===== config.mk =====
export PLATFORM = sky130hd
export DESIGN_NAME = oled_pwr_seq
export DESIGN_NICKNAME = d
export VERILOG_FILES = /design/src/rtl/oled_pkg.sv /design/src/rtl/oled_cmd_rom.sv /design/src/rtl/oled_pwr_seq.sv
export SDC_FILE = /design/constraint.sdc
export NUM_CORES = 1
export LEC_CHECK = 0
export CAP_MARGIN = 15
export CORE_MARGIN = 2
export CORE_UTILIZATION = 60
export DETAILED_ROUTE_END_ITERATION = 16
export DONT_BUFFER_PORTS = 1
export GPL_TIMING_DRIVEN = 0
export PLACE_DENSITY = 0.78
export SETUP_SLACK_MARGIN = 0.05
export SKIP_CTS_REPAIR_TIMING = 1
export SLEW_MARGIN = 5
export SYNTH_ARGS = -nofsm -noshare
export SYNTH_HDL_FRONTEND = slang
export SYNTH_HIERARCHICAL = 1
export SYNTH_SLANG_ARGS = --single-unit

===== constraint.sdc =====
create_clock -name i_clk -period 3.27 [get_ports i_clk]
set_input_delay 0.654 -clock i_clk [delete_from_list [all_inputs] [get_ports i_clk]]
set_output_delay 0.654 -clock i_clk [all_outputs]
set_load 0.01 [all_outputs]

===== src/rtl/oled_pkg.sv =====
// rtl/oled_pkg.sv - shared types and constants for the OLED power sequencer
package oled_pkg;

    typedef enum logic [3:0] {
        ST_OFF,
        ST_PMOD_ON,
        ST_RST_LO,
        ST_RST_HI,
        ST_CMD,
        ST_VBAT_ON,
        ST_DISP_ON,
        ST_ON,
        ST_PD_DISP,
        ST_PD_VBAT,
        ST_PD_PMOD,
        ST_ERR
    } seq_state_t;

    typedef enum logic [1:0] {
        PH_ISSUE,
        PH_BUS,
        PH_WAIT,
        PH_FETCH
    } seq_phase_t;

    localparam logic [1:0] OLED_ADDR_CMD = 2'b00;
    localparam logic [1:0] OLED_ADDR_PWR = 2'b11;

    localparam int PWR_VCCEN  = 2;
    localparam int PWR_PMODEN = 1;
    localparam int PWR_RESN   = 0;

    localparam logic [2:0] PWR_B_VCCEN  = 3'b001 << PWR_VCCEN;
    localparam logic [2:0] PWR_B_PMODEN = 3'b001 << PWR_PMODEN;
    localparam logic [2:0] PWR_B_RESN   = 3'b001 << PWR_RESN;

    localparam logic [7:0]  CMD_DISP_ON  = 8'hAF;
    localparam logic [7:0]  CMD_DISP_OFF = 8'hAE;
    localparam logic [31:0] CMD_END      = 32'hF000_0000;

    // Power register word: mask selects which bits the slave updates, value gives their level.
    function automatic logic [31:0] pwr_word(input logic [2:0] mask, input logic [2:0] value);
        pwr_word = {9'd0, mask, 1'b0, value, 16'd0};
    endfunction

endpackage


===== src/rtl/oled_cmd_rom.sv =====
// rtl/oled_cmd_rom.sv - registered-read init-command ROM, contents supplied as a packed image
module oled_cmd_rom #(
    parameter int                      ROM_AW   = 4,
    parameter logic [(32<<ROM_AW)-1:0] ROM_INIT = '0
) (
    input  logic              i_clk,
    input  logic [ROM_AW-1:0] i_addr,
    output logic [31:0]       o_data
);

    always_ff @(posedge i_clk) begin
        o_data <= ROM_INIT[{i_addr, 5'd0} +: 32];
    end

endmodule


===== src/rtl/oled_pwr_seq.sv =====
// rtl/oled_pwr_seq.sv - Wishbone master sequencing OLED power-up, init commands and power-down
module oled_pwr_seq
    import oled_pkg::*;
#(
    parameter int                      ROM_AW   = 4,
    parameter int                      DLY_W    = 24,
    parameter logic [DLY_W-1:0]        DLY_VDD  = 24'd100000,
    parameter logic [DLY_W-1:0]        DLY_RST  = 24'd1000,
    parameter logic [DLY_W-1:0]        DLY_VBAT = 24'd10000000,
    parameter logic [7:0]              TMO      = 8'd255,
    parameter logic [(32<<ROM_AW)-1:0] ROM_INIT = {(1<<ROM_AW){CMD_END}}
) (
    input  logic        i_clk,
    input  logic        i_reset,
    input  logic        i_start,
    input  logic        i_stop,
    output logic        o_cyc,
    output logic        o_stb,
    output logic        o_we,
    output logic [1:0]  o_addr,
    output logic [31:0] o_data,
    input  logic        i_ack,
    input  logic        i_stall,
    input  logic        i_int,
    output logic        o_busy,
    output logic        o_on,
    output logic        o_err
);

    localparam logic [DLY_W-1:0] GUARD_CYC = DLY_W'(4);

    seq_state_t        state_q, state_d, step_next;
    seq_phase_t        phase_q, phase_d;
    logic              cyc_q, cyc_d, stb_q, stb_d, err_q, err_d;
    logic [1:0]        addr_q, addr_d, step_addr;
    logic [31:0]       data_q, data_d, step_data, rom_q;
    logic [DLY_W-1:0]  dly_q, dly_d, step_dly;
    logic [7:0]        tmo_q, tmo_d;
    logic [ROM_AW:0]   idx_q, idx_d;

    oled_cmd_rom #(
        .ROM_AW   (ROM_AW),
        .ROM_INIT (ROM_INIT)
    ) u_rom (
        .i_clk  (i_clk),
        .i_addr (idx_q[ROM_AW-1:0]),
        .o_data (rom_q)
    );

    // What each step writes, how long it waits afterwards, and where it goes next.
    always_comb begin
        step_addr = OLED_ADDR_PWR;
        step_data = '0;
        step_dly  = '0;
        step_next = ST_OFF;
        case (state_q)
            ST_PMOD_ON: begin
                step_data = pwr_word(PWR_B_PMODEN | PWR_B_RESN, PWR_B_PMODEN);
                step_dly  = DLY_VDD;
                step_next = ST_RST_LO;
            end
            ST_RST_LO: begin
                step_data = pwr_word(PWR_B_RESN, 3'b000);
                step_dly  = DLY_RST;
                step_next = ST_RST_HI;
            end
            ST_RST_HI: begin
                step_data = pwr_word(PWR_B_RESN, PWR_B_RESN);
                step_dly  = DLY_RST;
                step_next = ST_CMD;
            end
            ST_CMD: begin
                step_addr = OLED_ADDR_CMD;
                step_data = rom_q;
                step_next = idx_q[ROM_AW] ? ST_VBAT_ON : ST_CMD;
            end
            ST_VBAT_ON: begin
                step_data = pwr_word(PWR_B_VCCEN, PWR_B_VCCEN);
                step_dly  = DLY_VBAT;
                step_next = ST_DISP_ON;
            end
            ST_DISP_ON: begin
                step_addr = OLED_ADDR_CMD;
                step_data = {24'd0, CMD_DISP_ON};
                step_next = ST_ON;
            end
            ST_PD_DISP: begin
                step_addr = OLED_ADDR_CMD;
                step_data = {24'd0, CMD_DISP_OFF};
                step_next = ST_PD_VBAT;
            end
            ST_PD_VBAT: begin
                step_data = pwr_word(PWR_B_VCCEN, 3'b000);
                step_dly  = DLY_VBAT;
                step_next = ST_PD_PMOD;
            end
            ST_PD_PMOD: begin
                step_data = pwr_word(PWR_B_PMODEN, 3'b000);
                step_next = ST_OFF;
            end
            default: ;
        endcase
    end

    always_comb begin
        state_d = state_q;
        phase_d = phase_q;
        cyc_d   = cyc_q;
        stb_d   = stb_q;
        addr_d  = addr_q;
        data_d  = data_q;
        dly_d   = dly_q;
        tmo_d   = tmo_q;
        idx_d   = idx_q;
        err_d   = err_q;
        case (state_q)
            ST_OFF, ST_ERR: begin
                if (i_start) begin
                    state_d = ST_PMOD_ON;
                    phase_d = PH_ISSUE;
                    idx_d   = '0;
                    err_d   = 1'b0;
                end
            end
            ST_ON: begin
                if (i_stop) begin
                    state_d = ST_PD_DISP;
                    phase_d = PH_ISSUE;
                end
            end
            default: begin
                case (phase_q)
                    PH_FETCH: phase_d = PH_ISSUE;
                    PH_ISSUE: begin
                        // The list terminator is consumed without a bus write.
                        if (state_q == ST_CMD && rom_q == CMD_END) begin
                            state_d = ST_VBAT_ON;
                        end else begin
                            cyc_d   = 1'b1;
                            stb_d   = 1'b1;
                            addr_d  = step_addr;
                            data_d  = step_data;
                            tmo_d   = '0;
                            phase_d = PH_BUS;
                        end
                    end
                    PH_BUS: begin
                        if (!i_stall) stb_d = 1'b0;
                        if (i_ack) begin
                            cyc_d   = 1'b0;
                            stb_d   = 1'b0;
                            phase_d = PH_WAIT;
                            dly_d   = (addr_q == OLED_ADDR_CMD) ? GUARD_CYC - 1'b1
                                                                : step_dly - 1'b1;
                            if (state_q == ST_CMD) idx_d = idx_q + 1'b1;
                            if (state_q == ST_PD_PMOD) state_d = ST_OFF;
                        end else if (tmo_q == TMO - 8'd1) begin
                            cyc_d   = 1'b0;
                            stb_d   = 1'b0;
                            err_d   = 1'b1;
                            state_d = ST_ERR;
                        end else begin
                            tmo_d = tmo_q + 8'd1;
                        end
                    end
                    PH_WAIT: begin
                        // Command writes also wait for the slave to report idle again.
                        if (dly_q != '0) begin
                            dly_d = dly_q - 1'b1;
                        end else if (addr_q != OLED_ADDR_CMD || i_int) begin
                            state_d = step_next;
                            phase_d = (step_next == ST_CMD) ? PH_FETCH : PH_ISSUE;
                        end
                    end
                    default: ;
                endcase
            end
        endcase
    end

    always_ff @(posedge i_clk) begin
        if (i_reset) begin
            state_q <= ST_OFF;
            phase_q <= PH_ISSUE;
            cyc_q   <= 1'b0;
            stb_q   <= 1'b0;
            addr_q  <= '0;
            data_q  <= '0;
            dly_q   <= '0;
            tmo_q   <= '0;
            idx_q   <= '0;
            err_q   <= 1'b0;
        end else begin
            state_q <= state_d;
            phase_q <= phase_d;
            cyc_q   <= cyc_d;
            stb_q   <= stb_d;
            addr_q  <= addr_d;
            data_q  <= data_d;
            dly_q   <= dly_d;
            tmo_q   <= tmo_d;
            idx_q   <= idx_d;
            err_q   <= err_d;
        end
    end

    assign o_cyc  = cyc_q;
    assign o_stb  = stb_q;
    assign o_we   = 1'b1;
    assign o_addr = addr_q;
    assign o_data = data_q;
    assign o_err  = err_q;
    assign o_on   = (state_q == ST_ON);
    assign o_busy = !(state_q inside {ST_OFF, ST_ON, ST_ERR});

endmodule

* Word level (Yosys, flattened, before mapping)
Index checks and enable logic that the tools add are counted.
Operators by class: bitwise gates (word level) 3, equality and inequality tests 34, reductions and logical operators 30, muxes and demuxes 50, add/subtract/negate cells 4, shift operators 1
Operators with widths (count):
- indexed part select 512 x 10 -> 32 bit (first input constant) | 1
- one-hot mux 32 bit (9 select lines) | 1
- two-way mux 24 bit | 3
- one-hot mux 24 bit (3 select lines) | 1
- one-hot mux 24 bit (2 select lines) | 1
- subtractor 24 x 1 -> 24 bit (second input constant) | 2
- equality test 32 bit (second input constant) | 1
- two-way mux 4 bit | 8
- one-hot mux 4 bit (8 select lines) | 1
- two-way mux 8 bit | 3
- nonzero test 24 bit | 1
- equality test 4 x 3 -> 1 bit (second input constant) | 5
- two-way mux 5 bit | 4
- equality test 4 bit (second input constant) | 4
- two-way mux 2 bit | 8
- != test 4 bit (second input constant) | 4
- one-hot mux 8 bit (2 select lines) | 1
- AND reduction 5 bit | 3
- != test 2 bit (second input constant) | 7
- nonzero test 2 bit | 7
- one-hot mux 4 bit (3 select lines) | 1
- AND reduction 4 bit | 3
- two-way mux 1 bit | 11
- != test 5 bit (second input constant) | 2
- 28 further kinds | 39
Storage, ports and cells: output and inout port bits 40, register bits 112

* Depth between registers and ports, before layout
word-level depth 8, gate-level depth with buffers 10, mapped depth without buffers 8

* By module
The synthesis kept the hierarchy.
By module, submodules not included:
- oled_pwr_seq | area each 4344.2 um^2, seq. area each 1581.5 um^2, cells each 576, times used 1
- oled_cmd_rom | area each 247.7 um^2, seq. area each 0.0 um^2, cells each 34, times used 1

* Worst setup path before layout
Ideal clock, no wire load.
path kind register -> register, start point register dly_q[0], end point register state_q[3], stages on the path, launching flop included 10, path buffers 1, setup slack 764 ps, data required time 3154 ps, library setup time 116 ps, arrival time 2390 ps, cell sequence dfxtp_1 inv_1 ha_1 or4b_1 or3_1 clkbuf_1 nor4_2 o21ai_2 or4_1 o211a_1
On the way: longest elaborated chain between the ends 3
RTL lines:
- start: declaration | line oled_pwr_seq.sv:37 | logic [DLY_W-1:0] dly_q, dly_d, step_dly;
- start signal: assignment | line oled_pwr_seq.sv:200 | dly_q <= dly_d;
- nonzero test 24 bit | line oled_pwr_seq.sv:168 | if (dly_q != '0) begin
- != test 4 x 3 -> 1 bit (no line)
- AND reduction 8 bit (no line)
- end signal: assignment | line oled_pwr_seq.sv:194 | state_q <= state_d;
- end: declaration | line oled_pwr_seq.sv:32 | seq_state_t state_q, state_d, step_next;
Every way passes these cells. A chain may end at the register's enable or synchronous reset.

* Worst setup path in the final report
start point register phase_q[0], end point register dly_q[22]
On the way: longest elaborated chain between the ends 3, elaborated cells between the ends (all ways) 7, classes of those cells eq/ne (4); mux (1); reduce/logical (2)
RTL lines:
- start: declaration | line oled_pwr_seq.sv:33 | seq_phase_t phase_q, phase_d;
- start signal: assignment | line oled_pwr_seq.sv:195 | phase_q <= phase_d;
- equality test 2 bit / equality test 2 x 1 -> 1 bit (equally long branches) | line oled_pwr_seq.sv:132 | case (phase_q)
- != test 2 bit (no line) / nonzero test 2 bit (equally long branches)
- AND reduction 4 bit (no line)
Parallel ways exist; a longest one is shown, timed or not.

==> reports/results.txt <==
Synth-to-Final Area Change - 10.5%
Setup TNS - 0 ns
Cell at the slowest stage of the critical path - a41oi_2
Height of the die - 91.5 um
Worst Hold Class - register to register
Share of cells above drive strength 1 - 0.108
Mapped Cells - 610
Crit path arrival time - 3.26 ns
Initial DRC Count - 396
Clock root buffer master - clkbuf_8
Via/cell ratio - 6.03
CTS tree - done
Avg WL per Cell - 16.8 um
Cell variety after synth - 60
CP dominant cell by count - clkbuf_1
Vias - 4553
GRT overflow - 0
Status - complete, no violations
Cell-by-cell trace of the critical path - inv_1 -> ha_1 -> clkbuf_1 -> mux2_2 -> o211ai_1 -> a41oi_2 -> clkbuf_1 -> o21ai_0 -> a21oi_1
Largest net degree at the start of global routing - 15
Period minus WS final - 2.97 ns
Vias in the first global route - 4259
Antenna cells - 0
Final Setup Violations - 0
Port bufs - 0
Filler instances - 644
Yosys top cell by area - dfxtp_1
PwrDens - 750 nW/um^2
FP Rows - 31
Count leader, synth - dfxtp_1
Max-slew violation count - 0
Storage cell area - 1580 sq um
Top cells by count, synth - 79 x dfxtp_1, 71 x a21oi_1, 60 x nand2_1, 60 x nor2_1, 37 x clkbuf_1
Synth area leaders - dfxtp_1 34%, a21oi_1 7.7%, buf_4 5.6%
Starting Density - 0.626
Asr flop ratio synth - 0
I/O Pins - 47
Drt pass-1 iters - 5
Clock skew - 0.0103 ns
Fin. Hold Viols - 0
# DRC - 0
CP endpoint kind - register
Buf/Inv on CP - 3
Fmax - 337 MHz
All-layer global routing usage - 0.309
Register area share after synthesis - 0.344
Synth top area share - 0.344
Cell area after synthesis - 4590 sq um
Clock-pin transition on the worst setup and hold timing paths - 0.09 ns
Antenna-violating nets left - 0
CP peak stage delay - 0.47 ns
Crit-path max FO - 10
DP Worst Slack - 0.251 ns
Synth Flop Type - dfxtp_1
P_leak - 1.94 nW
Synth warn - 6
Hpwl dp - 9120 um
Final nets - 666
Clk sinks - 79
Core ar. - 7330 sq um
GPL Wtd Cong - 0.955
Skew-Pair Late Insertion Delay - 0.36 ns
Wirelength, routed - 12700 um
Fin worst setup slack - 0.299 ns
DIE AREA - 8370 sq um
Multi-input gate area - 2680 sq um
Post-synth EDFFs - 0
Synth Register Bits - 79
Crit path launch type - register
Initial antenna violation count - 0
Final period util - 0.908
First-pass GRT wire length - 21000 um
Worst Setup Path Type - register to register
Die width - 91.5 um
VDD IR-drop max - 0.483 mV
Least-Margin Pin Slew - 0.932 ns
Top Family by Delay on Critical Path - compound AO/OA/AOI/OAI gates
RSZ-0062 raised after global routing - no
Clock H-tree levels - 3
CTS buffer count - 9
Worst slew margin - 0.377
Maxcap violations - 0
Critical path required time - 3.56 ns
Mapped Avg Cell Area - 7.53 sq um
Max Buffers Root-to-Sink - 2
==> report_power, final <==
group / internal [mW] / total, mW / leakage, nW / switching (mW)
Combinational: 0.574 / 1.75 / 1.19 / 1.17
Clock: 0.455 / 0.842 / 0.113 / 0.388
Sequential: 1.08 / 1.22 / 0.640 / 0.136
==> worst paths after layout <==
kind / startpoint / endpoint / slack, ns / cells after the start
hold / removal: dly_q[16]$_SDFFE_PP0P_ / dly_q[16]$_SDFFE_PP0P_ / 0.48 / 2
setup reg to reg: phase_q[0]$_SDFFE_PP0P_ / dly_q[22]$_SDFFE_PP0P_ / 0.30 / 9
hold reg to reg: dly_q[16]$_SDFFE_PP0P_ / dly_q[16]$_SDFFE_PP0P_ / 0.48 / 2
setup / recovery: phase_q[0]$_SDFFE_PP0P_ / dly_q[22]$_SDFFE_PP0P_ / 0.30 / 9
==> per-stage QoR <==
step / std cells / power, mW / utilization / hold WS, ns / cell area, sq um
CTS: 755 / 3.75 / 0.690 / 0.473 / 5060
finish: 755 / 3.81 / 0.692 / 0.478 / 5070
global placement: 739 / 2.88 / 0.659 / 0.460 / 4830
global route: 755 / 4.04 / 0.692 / 0.504 / 5070
floorplan: 640 / 2.49 / - / 0.444 / 4700
detailed placement: 739 / 2.91 / 0.659 / 0.462 / 4830
==> registers in the layout, summed over array words and instances (netlist names) <==
name and count:
state_q 4, o_err 1, dly_q 24, o_stb 1, tmo_q 8, o_addr 1
o_cyc 1, idx_q 5, phase_q 2, o_data 32
==> worst reg2reg max path, cell delays in order (launching register included) <==
cell and delay (ns):
dfxtp_1 0.36, inv_1 0.13, ha_1 0.16, clkbuf_1 0.35, mux2_2 0.28, o211ai_1 0.35
a41oi_2 0.47, clkbuf_1 0.45, o21ai_0 0.20, a21oi_1 0.17
==> final cells by class <==
type,instances,share of cell area
multi-input combinational,475,0.529
clock buffer,10,0.0271
tap,99,0.0244
sequential,79,0.312
clock inverter,6,0.0185
buffer,75,0.0814
inverter,11,0.00814
==> logic make-up (layout without fill, tap and decap cells) <==
kind of cell / count (synthesis) / count (layout) / synth area share
AO/OA/AOI/OAI: 168 / 168 / 0.221
multiplexers: 8 / 8 / 0.0183
flip-flops: 79 / 79 / 0.344
AND/OR/NAND/NOR: 245 / 245 / 0.269
other: 3 / 33 / 0.00245
buffers and inverters: 86 / 102 / 0.0986
adder cells (fa/ha/maj): 8 / 8 / 0.0218
XOR/XNOR: 13 / 13 / 0.0248
==> layout by cell type, fill, tap and decap left out, types with 20 or more instances in the layout <==
cell type / count
a21oi_1: 71
buf_4: 34
clkbuf_1: 36
conb_1: 33
dfxtp_1: 79
nand2_1: 60
nand3_1: 32
nor2_1: 60
nor3_1: 20
o21ai_0: 35
==> per-layer routing <==
| layer | track usage | vias up | share of wire |
|---|---|---|---|
| li1 | - | 2201 | - |
| met1 | 0.423 | 2129 | 0.43 |
| met2 | 0.493 | 200 | 0.46 |
| met3 | 0.0697 | 23 | 0.085 |
| met4 | 0.0732 | 0 | 0.017 |
| met5 | 0 | - | 0 |
Power figures use the tool's default switching activity.
